## src/rtl/apb_mem_master_bridge.sv

```systemverilog
// apb_mem_master_bridge
// Single-outstanding APB master. It takes one packet from the arbiter,
// runs the APB SETUP/ACCESS handshake, and returns a one-cycle rsp_ack
// with registered read data and error status.
// Optional feature macro: APB_TIMEOUT_EN enables the PREADY watchdog,
// which is bounded by TIMEOUT_CYCLES.
module apb_mem_master_bridge #(
  parameter int unsigned ADDR_W         = 32,
  parameter int unsigned DATA_W         = 32,
  parameter int unsigned TIMEOUT_CYCLES = 16
) (
  input  logic              clk,
  input  logic              reset,
  // arbiter side
  input  logic              req_valid,
  input  logic [ADDR_W-1:0] req_addr,
  input  logic [DATA_W-1:0] req_wdata,
  input  logic              req_write,
  output logic              req_ready,
  output logic [DATA_W-1:0] rsp_rdata,
  output logic              rsp_ack,
  output logic              rsp_err,
  // APB master side
  output logic [ADDR_W-1:0] PADDR,
  output logic [DATA_W-1:0] PWDATA,
  output logic              PWRITE,
  output logic              PSEL,
  output logic              PENABLE,
  input  logic [DATA_W-1:0] PRDATA,
  input  logic              PREADY,
  input  logic              PSLVERR
);

  typedef enum logic [1:0] {
    ST_IDLE   = 2'd0,
    ST_SETUP  = 2'd1,
    ST_ACCESS = 2'd2
  } state_t;

  state_t state_q;
  state_t state_d;

  logic              accept;
  logic              complete;
  logic              timeout_hit;

  logic [ADDR_W-1:0] hold_addr;
  logic [DATA_W-1:0] hold_wdata;
  logic              hold_write;

`ifdef APB_TIMEOUT_EN
  localparam int unsigned CNT_W = (TIMEOUT_CYCLES > 1) ? $clog2(TIMEOUT_CYCLES) : 1;
  localparam logic [CNT_W-1:0] CNT_LAST = CNT_W'(TIMEOUT_CYCLES - 1);

  // cnt_q holds the number of earlier stalled ACCESS cycles, so the
  // current stalled cycle reaches the limit when cnt_q == TIMEOUT_CYCLES-1.
  logic [CNT_W-1:0] cnt_q;
`endif

  // Next-state decode and the per-state APB/handshake outputs.
  always_comb begin
    state_d     = state_q;
    accept      = 1'b0;
    complete    = 1'b0;
    timeout_hit = 1'b0;
    req_ready   = 1'b0;
    PSEL        = 1'b0;
    PENABLE     = 1'b0;
    unique case (state_q)
      ST_IDLE: begin
        req_ready = 1'b1;
        if (req_valid) begin
          accept  = 1'b1;
          state_d = ST_SETUP;
        end
      end
      ST_SETUP: begin
        PSEL    = 1'b1;
        state_d = ST_ACCESS;
      end
      ST_ACCESS: begin
        PSEL    = 1'b1;
        PENABLE = 1'b1;
        // PREADY takes priority over the watchdog in the limit cycle
        if (PREADY) begin
          complete = 1'b1;
          state_d  = ST_IDLE;
        end
`ifdef APB_TIMEOUT_EN
        else if (cnt_q == CNT_LAST) begin
          timeout_hit = 1'b1;
          state_d     = ST_IDLE;
        end
`endif
      end
      default: begin
        state_d = ST_IDLE;
      end
    endcase
  end

  // The APB address/data/direction come straight from the holding registers,
  // so they stay stable through ACCESS and keep their last value in IDLE.
  assign PADDR  = hold_addr;
  assign PWDATA = hold_wdata;
  assign PWRITE = hold_write;

  // State register.
  always_ff @(posedge clk or negedge reset) begin
    if (!reset) begin
      state_q <= ST_IDLE;
    end else begin
      state_q <= state_d;
    end
  end

  // Capture the granted packet on acceptance; ignored while busy.
  always_ff @(posedge clk or negedge reset) begin
    if (!reset) begin
      hold_addr  <= '0;
      hold_wdata <= '0;
      hold_write <= 1'b0;
    end else if (accept) begin
      hold_addr  <= req_addr;
      hold_wdata <= req_wdata;
      hold_write <= req_write;
    end
  end

  // Completion response: one-cycle ack, data and error held until the next one.
  always_ff @(posedge clk or negedge reset) begin
    if (!reset) begin
      rsp_ack   <= 1'b0;
      rsp_err   <= 1'b0;
      rsp_rdata <= '0;
    end else begin
      rsp_ack <= complete | timeout_hit;
      if (complete) begin
        rsp_rdata <= hold_write ? '0 : PRDATA;
        rsp_err   <= PSLVERR;
      end else if (timeout_hit) begin
        rsp_rdata <= '0;
        rsp_err   <= 1'b1;
      end
    end
  end

`ifdef APB_TIMEOUT_EN
  // Watchdog: cleared on entry to SETUP, advanced on each stalled ACCESS cycle.
  always_ff @(posedge clk or negedge reset) begin
    if (!reset) begin
      cnt_q <= '0;
    end else if (accept) begin
      cnt_q <= '0;
    end else if (state_q == ST_ACCESS && !PREADY && cnt_q != CNT_LAST) begin
      cnt_q <= cnt_q + 1'b1;
    end
  end
`endif

endmodule

```

## config.mk

```make
export PLATFORM = sky130hd
export DESIGN_NAME = apb_mem_master_bridge
export DESIGN_NICKNAME = d
export VERILOG_FILES = /design/src/rtl/apb_mem_master_bridge.sv
export SDC_FILE = /design/constraint.sdc
export NUM_CORES = 1
export LEC_CHECK = 0
export ABC_AREA = 1
export ABC_CLOCK_PERIOD_IN_PS = 1600
export BUFFER_PORTS_ARGS = -buffer_cell sky130_fd_sc_hd__buf_4
export CORE_ASPECT_RATIO = 0.9
export CORE_MARGIN = 4
export CORE_UTILIZATION = 30
export DETAILED_ROUTE_END_ITERATION = 12
export PLACE_DENSITY = 0.68
export SLEW_MARGIN = 20
export SYNTH_ARGS = -nofsm -noshare
export SYNTH_HDL_FRONTEND = slang
export SYNTH_SLANG_ARGS = --single-unit
```

## constraint.sdc

```tcl
create_clock -name clk -period 1.6 [get_ports clk]
set_input_delay 0.16 -clock clk [delete_from_list [all_inputs] [get_ports clk]]
set_output_delay 0.16 -clock clk [all_outputs]
set_load 0.005 [all_outputs]
```

# Word level (Yosys, flattened, before mapping)
# Cells that the tools add are included.
totals:
  reg_bits: 101
  out_inout_bits: 102
  wordCells: 25
classes:
  n_eq_ne: 4
  mux: 11
  reduce_logical: 3
ops:
  columns: ["cell", "count"]
  rows:
  - ["$mux W32", 1]
  - ["$mux W1", 7]
  - ["$pmux W2 S3", 1]
  - ["$mux W2", 2]
  - ["$ne A2 B2 Y1 const B", 2]
  - ["$eq A2 B1 Y1 const B", 1]
  - ["$eq A2 B2 Y1 const B", 1]
  - ["$logic_not A2 Y1", 1]
  - ["$reduce_and A2 Y1", 1]
  - ["$reduce_or A2 Y1", 1]

# Depth between registers and ports, before layout
# Gate-level depths: netlist of the first run.
depth:
  word_depth: 3
  ltp_mapped: 8
  mapped_depth_nobuf: 6

# Worst setup path before layout of the first run
# OpenSTA, ideal clock, no wires.
synth_path:
  kind: "register to register"
  start: "register state_q[0]"
  end: "register rsp_rdata[0]"
  arrival_ps: 1133
  required_time_ps: 1473
  path_slack_ps: 340
  path_stages_with_launch: 8
  path_buffers: 2
  path_cell_list: "dfrtp_1 > inv_1 > ha_1 > nand2_1 > buf_4 > buf_6 > nand2_1 > o21ai_0"
synth_between:
  elab_chain_cells: 2
synth_lines:
  columns: ["element", "line_no", "text"]
  rows:
  - ["start, declared", "40", "state_t state_q;"]
  - ["start signal, assigned", "113", "state_q <= state_d;"]
  - ["$eq A2 B2 Y1", "69", "unique case (state_q)"]
  - ["$mux W1", "69", null]
  - ["end signal, assigned", "139", "rsp_rdata <= hold_write ? '0 : PRDATA;"]
  - ["end, declared", "20", "output logic [DATA_W-1:0] rsp_rdata,"]
# Every way passes these cells.
# A chain may end at the register's enable or synchronous reset.

# Worst setup path after layout of the first run
layout_path:
  start: "register state_q[0]"
  end: "register hold_wdata[22], in the netlist PWDATA[22]"
layout_between:
  elab_chain_cells: 2
layout_lines:
  columns: ["element", "line_no", "text"]
  rows:
  - ["$logic_not A2 Y1", "69", null]
  - ["$mux W1", "69", null]
  - ["end signal, assigned", "125", "hold_wdata <= req_wdata;"]
  - ["end, declared", "48", "logic [DATA_W-1:0] hold_wdata;"]
# Every way passes these cells.

==> flow_results.org, run 1 <==
** Route
- First-pass iteration count of the detailed router :: 4
- Post-route ant nets :: 0
- Summed over all layers, the routed wires come to 11.49 mm.
- Vias per cell :: about 4.3
- For this run, design rule violations remaining after detail routing come to 0.
- Number of vias after detailed routing :: around 3.6k
- Dividing the detail-routed wire length by the instance count gives around 14 µm.
- The first routing iteration left roughly 160 violations.

** Floorplan
- For this configuration, the core starts out at a cell density of a little under a third.
- Number of primary I/O pins :: roughly 200
- Die Ht :: 117.7 µm
- Num rows :: 39
- The floorplan step defined a die boundary enclosing about 15000 µm².
- The region available for standard cell placement spans approximately 13000 µm².
- DIE WIDTH :: roughly 130 µm

** Final layout
- The area growth from synthesis to layout is 59.51%.
- Of the cells placed in the final design, the portion with a size suffix greater than 1 is between 30% and 40%.
- The repair_antennas step left the layout with diodes totalling 0.
- Final Instance Area :: approximately 6400 µm²
- Cells fill between 40% and 50% of the core in the end.
- After the last flow step, the layout net total stands at 786.
- The filler cells instantiated in the layout total 1213.

** Placed design
- In this run the tool buffered the top-level ports with 203 buffer cells.
- HPWL after detailed placement :: approximately 8 mm
- Placed cell area :: 5658 µm²
- At the end of routability-driven placement, the weighted congestion stood at around 0.75.

** Power
- Leakage power :: 3.507 nW
- Power density over the cells :: around 1700 nW/µm²
- Maximum resistive drop on vdd :: 0.9583 mV

** Clock tree
- TritonCTS buffer count :: 9
- # hold bufs at CTS :: 44
- H-tree depth reported by CTS :: 3
- Clock root buffer master :: clkbuf_16
- TritonCTS built the clock tree.
- The later pin in the worst-skew pair is clocked with a latency of roughly 0.34 ns.
- Counting along the longest clock path gives a buffer depth of 2.
- In this run the post-CTS setup repair buffer count came out at 0.
- Post-CTS repair changed the size of 0 cells.
- Clock-pin slew was measured on the worst setup and hold paths at ~0.07 ns.
- For this design, the sink count on the clock tree is between 100 and 150.

** Synth
- Counting every instance in the synthesized netlist gives ~440.
- Library cells used by synthesis :: 12
- Synthesized Nets :: approximately 540
- Number of warnings reported in the yosys synthesis log :: 0
- Synthesis inferred 101 register bits.
- The average instance in the mapped netlist occupies 9.129 µm².
- Part of the Yosys area used for sequential elements :: roughly 63%
- Syn Std Cell Area :: roughly 4000 µm²

** Timing
- At the pin with the least slew margin, the transition time is around 0.54 ns.
- Number of setup violations in the final report :: 0
- RSZ-0062 raised after global routing :: false
- Count of final max-slew check failures :: 0
- Worst Hold Margin :: roughly 0.019 ns
- The worst path uses roughly 90% of the clock period.
- Headroom to the max-slew limit came out at approximately 64%.
- Fmax :: 694.3 MHz
- Final number of hold-violating endpoints :: 0
- For the finished layout, the period the worst path requires is about 1.4 ns.
- Summed negative setup slack over all endpoints :: 0 ns
- Clock Skews :: 0.003327 ns

** Setup path
- Critical setup path kind :: flip-flop to flip-flop
- Largest stage delay on the critical path :: approximately 0.39 ns
- CP Capture Type :: flip-flop
- The slowest stage of the critical path belongs to the cell dfrtp_1.
- Endpoint of the lowest-slack register-to-register path :: PWDATA[22]
- The startpoint identified for the worst register-to-register timing path is state_q[0].
- Depth of the most critical reg-to-reg path :: 6
- Following the worst setup path forward leads to its endpoint at PWDATA[22].
- STA classifies the critical path startpoint as a flip-flop.
- Counting stages on the worst path, the most repeated cell is nand2_1.
- Maximum fanout count along the critical path :: 37
- Crit. Startpoint :: state_q[0]
- Walking the worst path, the cells encountered are inv_1, ha_1, nand2_2, buf_4, nand2_1, nand2_1.
- Arrival time of data at the critical path endpoint :: ~1.7 ns
- At the worst endpoint, the required time is between 1.5 and 2 ns.
- Across all register-to-register paths, the minimum setup slack is 0.16 ns.

** Global routing
- The first global-routing pass estimated roughly 18 mm of wire.
- Total global routing overflow :: 0
- Number of global-route vias before repair :: 3680
- Entering global routing, the biggest net connects about 100 pins.
- In the global route stage, overall resource usage came out at 15.04%.
- Antenna violations before repair :: 0

** Flow run
- MaxCap Viol Count :: 0

** Run status
- The flow ran to the end, and the final reports show no timing, DRC or antenna violations.

** Min path
- The tightest min-delay check is of the input pin to flip-flop type.
metal layers:
layer	track usage, %	vias to the layer above	part of all wire, %
li1	-	1818	-
met2	24.36	145	49
met3	5.853	14	9.4
met1	18.52	1666	41
met4	4.481	0	1.4
met5	0	-	0
layout make-up:
class	instances	area (µm²)	area share [%]
well taps	164	205.2	3.210
repair buffers	255	2087	32.65
multi-input cells	307	1252	19.59
clock inverters	4	47.55	0.7438
inverters	7	26.28	0.4110
clock buffers	12	246.5	3.856
flip-flops and latches	101	2527	39.54
placed cells by master (no fill, tap or decap):
cell type and count:
buf_12 5, buf_4 206, bufinv_16 1, clkbuf_1 2, clkbuf_16 9, clkbuf_8 1, clkinv_2 2, clkinvlp_4 1
dfrtp_1 101, dlygate4sd3_1 44, ha_1 3, inv_1 6, inv_2 1, nand2_1 268, nand2_2 2, nand3_1 1
o21ai_0 26, o21ai_2 7
power breakdown:
part / leakage, nW / switching, mW / total, mW / internal [mW]
combinational: 2.10 / 2.05 / 4.47 / 2.41
sequential: 1.27 / 0.717 / 4.46 / 3.74
clock: 0.143 / 0.916 / 2.17 / 1.25
worst min-delay path by stage:
stage | start | endpoint | cells past startpoint
after CTS | req_wdata[15] | PWDATA[15] | 3
after global routing | req_addr[21] | PADDR[21] | 3
final | req_wdata[20] | PWDATA[20] | 3
after global placement | reset | PADDR[10] | 2
after floorplan | reset | PADDR[0] | 0
after detailed placement | reset | PADDR[10] | 2
Yosys cell counts (all sizes together):
master	instances	area [µm²]
clkbuf	2	7.510
ha	3	37.54
dfrtp	101	2527
buf	22	198.9
nand3	1	5.000
o21ai	33	191.4
inv	7	26.27
nand2	270	1013
logic make-up after synthesis:
group / share of synthesized area (%)
AND/OR/NAND/NOR: 25.41
flip-flops: 63.07
AO/OA/AOI/OAI: 4.777
buffers and inverters: 5.807
adder cells (fa/ha/maj): 0.9367
through the flow:
stage	total power, mW	std cells	setup WS (ns)
after floorplan	6.338	439	0.3396
after global placement	8.804	790	0.2759
after detailed placement	8.955	790	0.1884
after CTS	11.29	850	0.1536
after global routing	11.97	850	0.04012
final	11.10	850	0.1598
critical path: cells and delay by family (launching register included):
kind | cells | cell delay [ns]
flops | 1 | 0.39
fa+ha+maj | 1 | 0.24
simple gates | 3 | 0.30
buf+inv | 2 | 0.42
state kept, by name, summed over array words and instances, names as in the netlist:
register   flops
PADDR         32
PWDATA        32
PWRITE         1
rsp_ack        1
rsp_err        1
rsp_rdata     32
state_q        2
Power figures use the tool's default switching activity.
==> inputs of run 2 (changes only) <==
--- a/config.mk
+++ b/config.mk
@@ -7,12 +7,12 @@
 export LEC_CHECK = 0
 export ABC_AREA = 1
 export ABC_CLOCK_PERIOD_IN_PS = 1600
-export BUFFER_PORTS_ARGS = -buffer_cell sky130_fd_sc_hd__buf_4
 export CORE_ASPECT_RATIO = 0.9
 export CORE_MARGIN = 4
 export CORE_UTILIZATION = 30
 export DETAILED_ROUTE_END_ITERATION = 12
-export PLACE_DENSITY = 0.68
+export DONT_BUFFER_PORTS = 1
+export PLACE_DENSITY = 0.55
 export SLEW_MARGIN = 20
 export SYNTH_ARGS = -nofsm -noshare
 export SYNTH_HDL_FRONTEND = slang
==> run 2 against run 1 <==
Compared with the run above: the run now ends with negative hold slack left; combinational power fell by 45%; clock-buffer cell count grew 1; power down 16%; clock skew rose by 0.0055 ns; maximum frequency about the same; hold slack got worse by 0.51 ns; sequential share of layout area is 7.2 points higher; core utilization fell by 7.7 points; critical path depth increased by 1; critical endpoint is now PADDR[24].
==> flow_results.org, run 2 (synthesis gave the netlist of run 1 again) <==
** Timing
- Slew Limit Headroom :: 78.58% (+14 points)
- The post-layout minimum cycle time came to 1.440 ns (-0.0001300 ns).
- Summed negative setup slack over all endpoints :: 0 ns (unchanged)
- Share of the clock period used by the worst path after layout :: 90.00% (about the same)
- Clock Skews :: 0.008838 ns (+0.005510 ns)
- Fmax :: 694.4 MHz (about the same)
- Count of final max-slew check failures :: 0 (unchanged)
- Final number of hold-violating endpoints :: 101 (+101)
- Setup repair after global routing left no endpoint under its margin.
- Worst Hold Margin :: -0.4900 ns (-0.5090 ns)
- The transition time at the pin with the least slew margin came to 0.3213 ns (-0.2148 ns).
- The total setup violations reported at the end of the flow came to 0 (unchanged).

** Clock tree
- The number of buffers inserted during clock tree synthesis came to 9 (unchanged).
- The worst-skew pair later-pin latency came to 0.35 ns (about the same).
- TritonCTS built the clock tree.
- The maximum root-to-sink buffer count came to 2 (unchanged).
- The number of buffers inserted for hold repair after clock tree synthesis came to 98 (+120%).
- H-tree depth reported by CTS :: 3 (unchanged)
- Total clock sinks :: 101 (unchanged)
- The clock input transition at the sequential cells of the worst setup and hold paths was 0.06 ns (about the same).
- Postcts setup bufs :: 0 (unchanged)
- The tree is rooted in a clkbuf_16.

** Final layout
- Final Instance Area :: 5404 µm² (-15%)
- The total inserted antenna cells was 0 (unchanged).
- Fillers :: 1226 (+1.1%)
- Leaving out fill and tap cells, the most frequent cell in the layout is nand2_1.
- The area of combinational cells with multiple inputs is 1255 µm² (+0.20%).
- Final core occ :: 41.95% (-7.7 points)
- The net total in the final layout came to 636 (-19%).
- The share of cells above drive strength 1 was 6.157% (-28 points).
- Top library cells by usage in the layout, fill and taps aside :: nand2_1, dfrtp_1, dlygate4sd3_1
- The footprint of the flip-flops and latches was 2527 µm² (unchanged).
- The area growth from synthesis to layout is 34.84%.

** Global routing
- The first-pass GRT wire length came to 16.93 mm (-7.5%).
- Number of global-route vias before repair :: 3311 (-10%)
- The maximum number of pins on one net before global-route repair came to 102 (unchanged).
- The global route total overflow is 0 (unchanged).
- Antenna violations before repair :: 0 (unchanged)
- Total global routing track utilization :: 14.04% (-1.0 points)

** Power
- Proportion of total power due to net switching :: 36.34% (+3.1 points)
- Maximum resistive drop on vdd :: 0.8474 mV (-12%)
- Proportion of power drawn by the clock network :: 22.5% (+3.0 points)
- The logic gate share of total power is 26.3% (-14 points).
- Part of the power in registers :: 51.2% (+11 points)
- The overall power consumption is 9.322 mW (-16%).
- The internal power contribution is 5.934 mW (-20%).
- Power density over the cells :: 1725 nW/µm² (-0.63%)
- The switching power came to 3.388 mW (-8.1%).
- Leakage power :: 2.736 nW (-22%)

** Floorplan
- The die area came to 15270 µm² (unchanged).
- The placeable core region was 12880 µm² (unchanged).
- The horizontal die dimension was 129.8 µm (unchanged).
- The initial cell density of the core came to 31.11% (unchanged).
- Num rows :: 39 (unchanged)
- Die Ht :: 117.7 µm (unchanged)
- The number of ports placed on the die boundary came to 204 (unchanged).

** Route
- The detailed-route wire length came to 10.88 mm (-5.3%).
- Mean routed wirelength per cell :: 15.55 µm (+15%)
- The iteration-0 DRC count of the detailed router came to 228 (+40%).
- Post-route ant nets :: 0 (unchanged)
- The sum of met3 wire segment lengths after detailed routing came to 992 µm (-7.8%).
- Met1 routed wirelength after detailed routing :: 4.267 mm (-8.3%)
- The DRC violations left came to 0 (unchanged).
- The via density per instance is 4.501 (+5.0%).
- Number of vias after detailed routing :: 3151 (-14%)
- Uppermost signal routing layer after detailed routing :: met4
- First-pass iteration count of the detailed router :: 5 (+1)
- The routed length on met2 came to 5.415 mm (-3.2%).

** Run status
- The flow ran to the end, but the final reports show violations.
- Violations in the final reports :: negative hold slack

** Setup path
- The arrival time of data at the critical path endpoint was 1.72 ns (about the same).
- The biggest fanout along the worst timing path was 14 (-62%).
- The length in cells of the worst reg-to-reg path came to 7 (+1).
- The setup path with the least slack is of type flip-flop to flip-flop.
- The worst setup path is captured at a flip-flop.
- The data required time at the worst endpoint is 1.88 ns (about the same).
- Sort of element at the start of the critical path :: flip-flop

** Flow run
- MaxCap Viol Count :: 0 (unchanged)

** Placed design
- The standard cell area after detailed placement came to 4106 µm² (-27%).
- Final RePlAce weighted congestion :: 0.7104 (-5.6%)
- The number of buffers inserted by port buffering is 0 (-100%).
- HPWL after detailed placement :: 6.480 mm (-19%)

** Min path
- Tightest Hold Check Type :: input pin to async pin
==> run 2: power by group through the flow <==
stage                     registers [mW]  logic, mW  clock network (mW)
after floorplan                     4.48       1.86                   0
after global placement              4.81       2.03                   0
after detailed placement            4.80       2.18                   0
final                               4.77       2.45                2.10
after global routing                4.92       2.84                2.30
after CTS                           4.79       2.37                2.18
==> run 2: cell type report <==
class,count,area share (%)
inverter,7,0.4862
sequential,101,46.77
timing repair buffer,105,20.38
tap,164,3.797
clock inverter,3,0.3473
multi-input combinational,307,23.22
clock buffer,13,5.001
==> run 2: metrics by stage <==
step	hold slack [ns]	worst slack, ns	instances
2_1_floorplan	-0.1356	0.3396	439
3_3_place_gp	-0.1333	0.1572	585
3_5_place_dp	-0.1332	0.1136	585
4_1_cts	-0.5080	0.08962	699
5_1_grt	-0.5204	0.03865	700
6_report	-0.4900	0.1599	700
==> run 2: what timing repair did <==
action	CTS	global route
setup endpoints to repair	0	8
gates resized for setup	0	1
hold endpoints to repair	199	101
==> run 2: critical path, cell delays in order, from the launching register on <==
cell and delay (ns):
dfrtp_1 0.40, inv_1 0.10, ha_2 0.23, nand2_2 0.13, inv_2 0.15, buf_4 0.22
nand2_1 0.08, nand2_1 0.07
==> run 2: path summary, 6_finish.rpt <==
kind / from / endpoint / slack, ns
max: state_q[1] / PADDR[24] / 0.16
min: reset / rsp_rdata[18] / -0.49
max reg2reg: state_q[1] / PADDR[24] / 0.16
min reg2reg: PWDATA[27] / PWDATA[27] / 0.51
max in group asynchronous: reset / rsp_rdata[19] / 1.87
min in group clk: PREADY / state_q[0] / 0.07
==> run 2: metal layers <==
| metal | vias to the layer above | GRT usage [%] |
|---|---|---|
| li1 | 1521 | - |
| met1 | 1473 | 15.62 |
| met2 | 140 | 24.00 |
| met3 | 17 | 5.399 |
| met4 | 0 | 5.390 |
| met5 | - | 0 |
